**src/rtl/scs_pkg.sv**
```systemverilog
// Shared definitions for the checksum/frame transmit slice: RAM geometry,
// trailer size and the frame_tx state encoding.
package scs_pkg;

  localparam int RAM_WIDTH     = 8;
  localparam int RAM_ADDR_BITS = 11;
  localparam int TRAILER_BYTES = 2;

  typedef enum logic [2:0] {
    S_IDLE,
    S_HDR_HI,
    S_HDR_LO,
    S_RD_WAIT,
    S_RD_LOAD,
    S_SEND,
    S_DONE
  } tx_state_t;

endpackage

```
**src/rtl/frame_tx.sv**
```systemverilog
// Streams a finished frame from the shared byte RAM: 2-byte big-endian length
// header, payload, then the checksum trailer, over a valid/ready byte stream.
module frame_tx
  import scs_pkg::*;
#(
  parameter int RAM_WIDTH     = scs_pkg::RAM_WIDTH,
  parameter int RAM_ADDR_BITS = scs_pkg::RAM_ADDR_BITS,
  parameter int TRAILER_BYTES = scs_pkg::TRAILER_BYTES
) (
  input  logic                     clock,
  input  logic                     reset,
  input  logic                     start,
  input  logic [15:0]              payload_len,
  output logic [RAM_ADDR_BITS-1:0] address,
  input  logic [RAM_WIDTH-1:0]     mem_output,
  output logic                     busy,
  output logic [RAM_WIDTH-1:0]     tx_data,
  output logic                     tx_valid,
  input  logic                     tx_ready,
  output logic                     done,
  output logic                     len_error
);

  tx_state_t   r_state;
  logic [15:0] r_len;

  logic [16:0] w_total;
  logic        w_fits;
  logic [16:0] w_last;
  logic        w_is_last;
  logic        w_xfer;

  // 17-bit arithmetic so a 0xFFFF length cannot wrap past the RAM size check.
  assign w_total   = {1'b0, payload_len} + 17'(TRAILER_BYTES);
  assign w_fits    = (w_total <= (17'd1 << RAM_ADDR_BITS));
  assign w_last    = {1'b0, r_len} + 17'(TRAILER_BYTES) - 17'd1;
  assign w_is_last = ({{(17-RAM_ADDR_BITS){1'b0}}, address} == w_last);
  assign w_xfer    = tx_valid & tx_ready;

  always_ff @(posedge clock) begin
    if (reset) begin
      r_state   <= S_IDLE;
      r_len     <= '0;
      address   <= '0;
      busy      <= 1'b0;
      tx_data   <= '0;
      tx_valid  <= 1'b0;
      done      <= 1'b0;
      len_error <= 1'b0;
    end else begin
      done      <= 1'b0;
      len_error <= 1'b0;
      case (r_state)
        S_IDLE: begin
          if (start) begin
            if (w_fits) begin
              r_len    <= payload_len;
              address  <= '0;
              tx_data  <= RAM_WIDTH'(payload_len[15:8]);
              tx_valid <= 1'b1;
              busy     <= 1'b1;
              r_state  <= S_HDR_HI;
            end else begin
              len_error <= 1'b1;
            end
          end
        end
        S_HDR_HI: begin
          if (w_xfer) begin
            tx_data <= RAM_WIDTH'(r_len[7:0]);
            r_state <= S_HDR_LO;
          end
        end
        S_HDR_LO: begin
          if (w_xfer) begin
            tx_valid <= 1'b0;
            r_state  <= S_RD_WAIT;
          end
        end
        // Registered RAM samples the address during this cycle.
        S_RD_WAIT: r_state <= S_RD_LOAD;
        S_RD_LOAD: begin
          tx_data  <= mem_output;
          tx_valid <= 1'b1;
          r_state  <= S_SEND;
        end
        S_SEND: begin
          if (w_xfer) begin
            tx_valid <= 1'b0;
            if (w_is_last) begin
              done    <= 1'b1;
              busy    <= 1'b0;
              r_state <= S_DONE;
            end else begin
              address <= address + 1'b1;
              r_state <= S_RD_WAIT;
            end
          end
        end
        S_DONE:  r_state <= S_IDLE;
        default: r_state <= S_IDLE;
      endcase
    end
  end

endmodule

```
**config.mk**
```make
export PLATFORM = sky130hd
export DESIGN_NAME = frame_tx
export DESIGN_NICKNAME = d
export VERILOG_FILES = /design/src/rtl/scs_pkg.sv /design/src/rtl/frame_tx.sv
export SDC_FILE = /design/constraint.sdc
export NUM_CORES = 1
export LEC_CHECK = 0
export CAP_MARGIN = 5
export CELL_PAD_IN_SITES_DETAIL_PLACEMENT = 1
export CELL_PAD_IN_SITES_GLOBAL_PLACEMENT = 1
export CORE_ASPECT_RATIO = 0.6
export CORE_MARGIN = 3
export CORE_UTILIZATION = 41
export DETAILED_ROUTE_END_ITERATION = 8
export PLACE_DENSITY_LB_ADDON = 0.2
export SKIP_CTS_REPAIR_TIMING = 1
export SYNTH_ARGS = -nofsm -noshare
export SYNTH_HDL_FRONTEND = slang
export SYNTH_SLANG_ARGS = --single-unit
```
**constraint.sdc**
```tcl
create_clock -name clock -period 8.11 [get_ports clock]
set_input_delay 1.622 -clock clock [delete_from_list [all_inputs] [get_ports clock]]
set_output_delay 1.622 -clock clock [all_outputs]
set_load 0.005 [all_outputs]
```
Word level (Yosys, flattened, before mapping)
Index checks and enable logic that the tools add are counted.
{"block": "word_totals", "out_inout_bits": 23, "elab_cells": 70, "input_bits": 28, "register_bits": 42}
{"block": "op_classes", "mux": 25, "n_eq_ne": 14, "addsub": 4, "reduce_logical": 13, "order_cmp": 1, "n_bitwise": 5}
{"op": "11-bit two-way mux", "count": 4}
{"op": "16-bit by 2-bit adder with 17-bit output (second input constant)", "count": 2}
{"op": "8-bit two-way mux", "count": 3}
{"op": "8-bit one-hot mux with 3 select lines", "count": 1}
{"op": "11-bit one-hot mux with 2 select lines", "count": 1}
{"op": "3-bit two-way mux", "count": 6}
{"op": "3-bit one-hot mux with 6 select lines", "count": 1}
{"op": "11-bit by 17-bit equality test with 1-bit output", "count": 1}
{"op": "17-bit by 12-bit less-or-equal comparator with 1-bit output (second input constant)", "count": 1}
{"op": "17-bit by 1-bit subtractor with 17-bit output (second input constant)", "count": 1}
{"op": "5-bit AND reduction", "count": 3}
{"op": "2-bit != test (second input constant)", "count": 7}
{"op": "11-bit by 1-bit adder with 11-bit output (second input constant)", "count": 1}
{"op": "4-bit AND reduction", "count": 2}
{"op": "1-bit two-way mux", "count": 7}
{"op": "3-bit by 2-bit equality test with 1-bit output (second input constant)", "count": 2}
{"op": "3-bit equality test (second input constant)", "count": 2}
{"op": "3-bit nonzero test", "count": 2}
{"op": "3-bit OR reduction", "count": 2}
{"op": "1-bit NOT", "count": 4}
{"op": "3-bit by 1-bit equality test with 1-bit output (second input constant)", "count": 1}
{"op": "3-bit zero test", "count": 1}
{"op": "1-bit one-hot mux with 3 select lines", "count": 1}
{"op": "3-bit AND reduction", "count": 1}
{"op": "other kinds (5)", "count": 5}

Depth between registers and ports, before layout
{"block": "logic_depth", "ltp_word": 6, "mapped_depth": 11, "mapped_depth_nobuf": 9}

Worst setup path after synthesis
OpenSTA, ideal clock, no wires.
{"block": "synth_path", "kind": "input-to-reg", "from": "in payload_len[1]", "to": "reg tx_data[0]", "t_arrival_ns": 3.722, "required_time_ns": 7.982, "setup_ns": 0.128, "path_slack_ns": 4.260, "cell_stages": 10, "path_cell_list": "ha_1 -> nand4_1 -> a2111o_1 -> a2111oi_2 -> o2111ai_1 -> a211oi_2 -> clkbuf_1 -> nand3_1 -> o21ai_0 -> nor2_1"}
{"block": "synth_between", "elab_chain_cells": 4}
{"item": "start, declared", "line": "frame_tx.sv:13", "source": "input logic [15:0] payload_len,"}
{"item": "16-bit by 2-bit adder with 17-bit output", "line": "frame_tx.sv:34", "source": "assign w_total = {1'b0, payload_len} + 17'(TRAILER_BYTES);"}
{"item": "17-bit by 12-bit less-or-equal comparator with 1-bit output", "line": "frame_tx.sv:35", "source": "assign w_fits = (w_total <= (17'd1 << RAM_ADDR_BITS));"}
{"item": "2-bit != test (no source line)"}
{"item": "4-bit AND reduction (no source line)"}
{"item": "end signal, assigned", "line": "frame_tx.sv:59", "source": "tx_data <= RAM_WIDTH'(payload_len[15:8]);"}
{"item": "end signal, assigned", "line": "frame_tx.sv:70", "source": "tx_data <= RAM_WIDTH'(r_len[7:0]);"}
{"item": "end signal, assigned", "line": "frame_tx.sv:83", "source": "tx_data <= mem_output;"}
{"item": "end, declared", "line": "frame_tx.sv:17", "source": "output logic [RAM_WIDTH-1:0] tx_data,"}
Every way passes these cells.
A chain may end at the register's enable or synchronous reset.

Worst setup path in the final report
{"block": "layout_path", "from": "in payload_len[2]", "to": "reg address[8]"}
{"block": "layout_between", "elab_chain_cells": 4}
{"item": "16-bit by 2-bit adder with 17-bit output", "line": "frame_tx.sv:34"}
{"item": "17-bit by 12-bit less-or-equal comparator with 1-bit output", "line": "frame_tx.sv:35"}
{"item": "2-bit != test (no source line)"}
{"item": "5-bit AND reduction (no source line)"}
{"item": "end signal, assigned", "line": "frame_tx.sv:95", "source": "address <= address + 1'b1;"}
{"item": "end, declared", "line": "frame_tx.sv:14", "source": "output logic [RAM_ADDR_BITS-1:0] address,"}
Every way passes these cells.

==> results.sh <==
export IMPL_synth_edf_count=0
export IMPL_die_w_um=109
export IMPL_synth_yosys_seq_area_share=0.322
export IMPL_grt_overflow=0
export IMPL_finalHoldViolCount=0
export IMPL_detail_route_wirelength_mm=8.93
export IMPL_nets=409
export IMPL_grt_pass1_wl_mm=14.7
export IMPL_rsz0062_at_grt="false"
export IMPL_arrival_ps=5030
export IMPL_numCtsBuffers=5
export IMPL_seqPwrFrac=0.498
export IMPL_rr_worst_depth=8
export IMPL_place_congestion=0.868
export IMPL_start_util=0.446
export IMPL_cts_tree="done"
export IMPL_p_comb_frac=0.097
export IMPL_wl_met3_um=593
export IMPL_peakVddDrop_uv=69.5
export IMPL_p_per_area_mw_per_mm2=130
export IMPL_layout_drive_gt1_share=0.0449
export IMPL_synthCells=341
export IMPL_firstDrtPassIters=4
export IMPL_cp_max_fo=18
export IMPL_synth_area_leaders="dfxtp_1 32%, o21ai_0 5.7%, o221ai_1 5.4%"
export IMPL_crit_type="in -> reg"
export IMPL_start_kind="input port"
export IMPL_slew_limit_headroom=0.355
export IMPL_first_global_vias=2794
export IMPL_max_freq_mhz=206
export IMPL_setup_slack_ps=3260
export IMPL_met2_length_mm=4.00
export IMPL_total_power_uw=422
export IMPL_holdPathStages=1
export IMPL_cts_max_level=2
export IMPL_num_rows=21
export IMPL_io_buffers=50
export IMPL_cap_violations=0
export IMPL_cts_root_buf="clkbuf_8"
export IMPL_drcViolationCount=0
export IMPL_die_h_um=67.8
export IMPL_viasPerCell=6.17
export IMPL_rr_startpoint="r_len[5]"
export IMPL_worst_slew_pin_slew_ps=964
export IMPL_period_minus_slack_ps=4850
export IMPL_switching_share=0.240
export IMPL_status="finished clean"
export IMPL_clock_latency_ps=300
export IMPL_synth_seq_cells=42
export IMPL_die_area_mm2=0.00740
export IMPL_vias=2831
export IMPL_clockBufferDepth=2
export IMPL_setup_tns_ps=0
export IMPL_hp_start="r_len[15]"
export IMPL_grt_usage=0.257
export IMPL_clock_sinks=42
export IMPL_syn_to_final_growth_pct=24.0
export IMPL_cts_clk_slew_worst_paths_ps=80
export IMPL_post_drt_wl_per_cell_um=19.5
export IMPL_dpl_cell_count=451
export IMPL_report_final_setup_viol=0
export IMPL_finalCritPeriodShare=0.599
export IMPL_met1_length_mm=4.28
export IMPL_synth_area_leader_cell="dfxtp_1"
export IMPL_path_buf_inv=1
export IMPL_cp_cell_sequence="clkdlybuf4s50_1, ha_1, nand4_1, a2111o_1, a2111oi_2, o211ai_1, nor2_4, nor3_1, a221oi_1, o31ai_1"
export IMPL_num_antenna_cells=0
export IMPL_design_core_area_mm2=0.00586
export IMPL_end_kind="flop"
export IMPL_critPathTopFamily="compound AO/OA/AOI/OAI gates"
export IMPL_synthArstFlopShare=0
export IMPL_synth_cell_area_mm2=0.00261
export IMPL_drt_iter0_drc=246
export IMPL_power_switching_uw=101
export IMPL_dp_final_hpwl_mm=6.40
export IMPL_synth_top_area_frac=0.322
export IMPL_cp_depth=10
export IMPL_cp_startpoint="payload_len[2]"
export IMPL_cell_internal_pwr_uw=321
export IMPL_grt_max_degree=41
export IMPL_synth_main_ff_cell="dfxtp_1"
export IMPL_clockPowerShare=0.405
export IMPL_syn_nets=372
export IMPL_critPathSlowestCell="clkdlybuf4s50_1"
export IMPL_worstHoldPathType="reg -> reg"
export IMPL_cp_required_ps=8280
export IMPL_skew_ps=12.6
export IMPL_slew_viol_final=0
export IMPL_fin_cells=459
export IMPL_rrSetupSlack_ps=4560
export IMPL_yosysWarnings=0
export IMPL_top_layer="met4"
export IMPL_ant_nets=0
export IMPL_syn_avg_cell_area_um2=7.66
export IMPL_p_leak_nw=1.00
export IMPL_yosys_cell_types_count=54
export IMPL_max_stage_delay_ps=550
export IMPL_io_pin_count=51
export IMPL_pre_cts_ws_ps=3000
export IMPL_grt_antenna_before_repair=0
through the flow:
step	hold slack, ps	cell area, µm²	util
after floorplan	477	2610	-
after global placement	495	3130	0.534
after detailed placement	500	3130	0.534
after CTS	511	3240	0.553
after global routing	534	3240	0.553
final	512	3240	0.553
worst paths after layout:
| check | to |
|---|---|
| worst max-delay path | address[8] |
| worst min-delay path | r_len[15] |
| worst max register to register | address[8] |
| worst min register to register | r_len[15] |
cells in the final DEF (no fill, tap or decap), types with 10 or more instances in the layout:
master / instances
a21oi_1: 24
clkdlybuf4s50_1: 50
dfxtp_1: 42
inv_1: 11
nand2_1: 27
nand3_1: 21
nor2_1: 31
nor3_1: 10
o21ai_0: 30
o221ai_1: 16
registers in the layout, indices dropped and copies added (netlist names):
register and count:
tx_valid 1, len_error 1, tx_data 8, r_state 3
r_len 16, busy 1, address 11, done 1
layout make-up:
| type | instances | area (µm²) |
|---|---|---|
| fillers | 754 | 2620 |
| clock buffers | 6 | 72.6 |
| inverters | 11 | 41.3 |
| clock inverters | 2 | 37.5 |
| multi-input cells | 267 | 1640 |
| repair buffers | 51 | 508 |
| flip-flops and latches | 42 | 841 |
| well taps | 80 | 100 |
power groups by stage:
stage | Sequential (mW) | Combinational (mW) | Clock [mW]
CTS | 0.210 | 0.0406 | 0.174
global placement | 0.215 | 0.0394 | 0
floorplan | 0.214 | 0.0158 | 0
detailed placement | 0.215 | 0.0404 | 0
finish | 0.210 | 0.0409 | 0.171
global route | 0.211 | 0.0448 | 0.186
synthesized netlist by cell type (2+ instances only):
cell and n:
a221oi_1 2, o211ai_1 3, or4_1 3, nor2b_1 4, and4_1 3, and3_1 6, nor3_1 10, a31oi_1 8
o221ai_1 16, nand3_1 21, o21ai_0 30, nand2b_1 3, xnor2_1 8, buf_2 4, nor4_1 3, a211o_1 2
dfxtp_1 42, ha_1 3, a21oi_1 24, nor2_1 31, o21ai_1 2, xor2_1 5, mux2i_1 3, nand4_1 7
nand2_1 27, or3_1 2, and2_1 8, o2111ai_1 2, clkbuf_1 15, inv_1 11, a2111oi_2 2, nor3b_1 4
o31ai_1 5, o22ai_1 2
layer usage:
| layer | GRT usage | up-vias |
|---|---|---|
| li1 | - | 1359 |
| met1 | 0.384 | 1367 |
| met2 | 0.395 | 98 |
| met3 | 0.0396 | 7 |
| met4 | 0.0425 | 0 |
| met5 | 0 | - |
cell families after synthesis:
group / Yosys count / share of synthesized area
buf+inv: 32 / 0.0508
mux: 4 / 0.0158
flops: 42 / 0.322
fa+ha+maj: 3 / 0.0144
xor+xnor: 13 / 0.0436
simple gates: 139 / 0.278
compound gates: 108 / 0.276
Note: power is estimated with default switching activity, not from simulation.
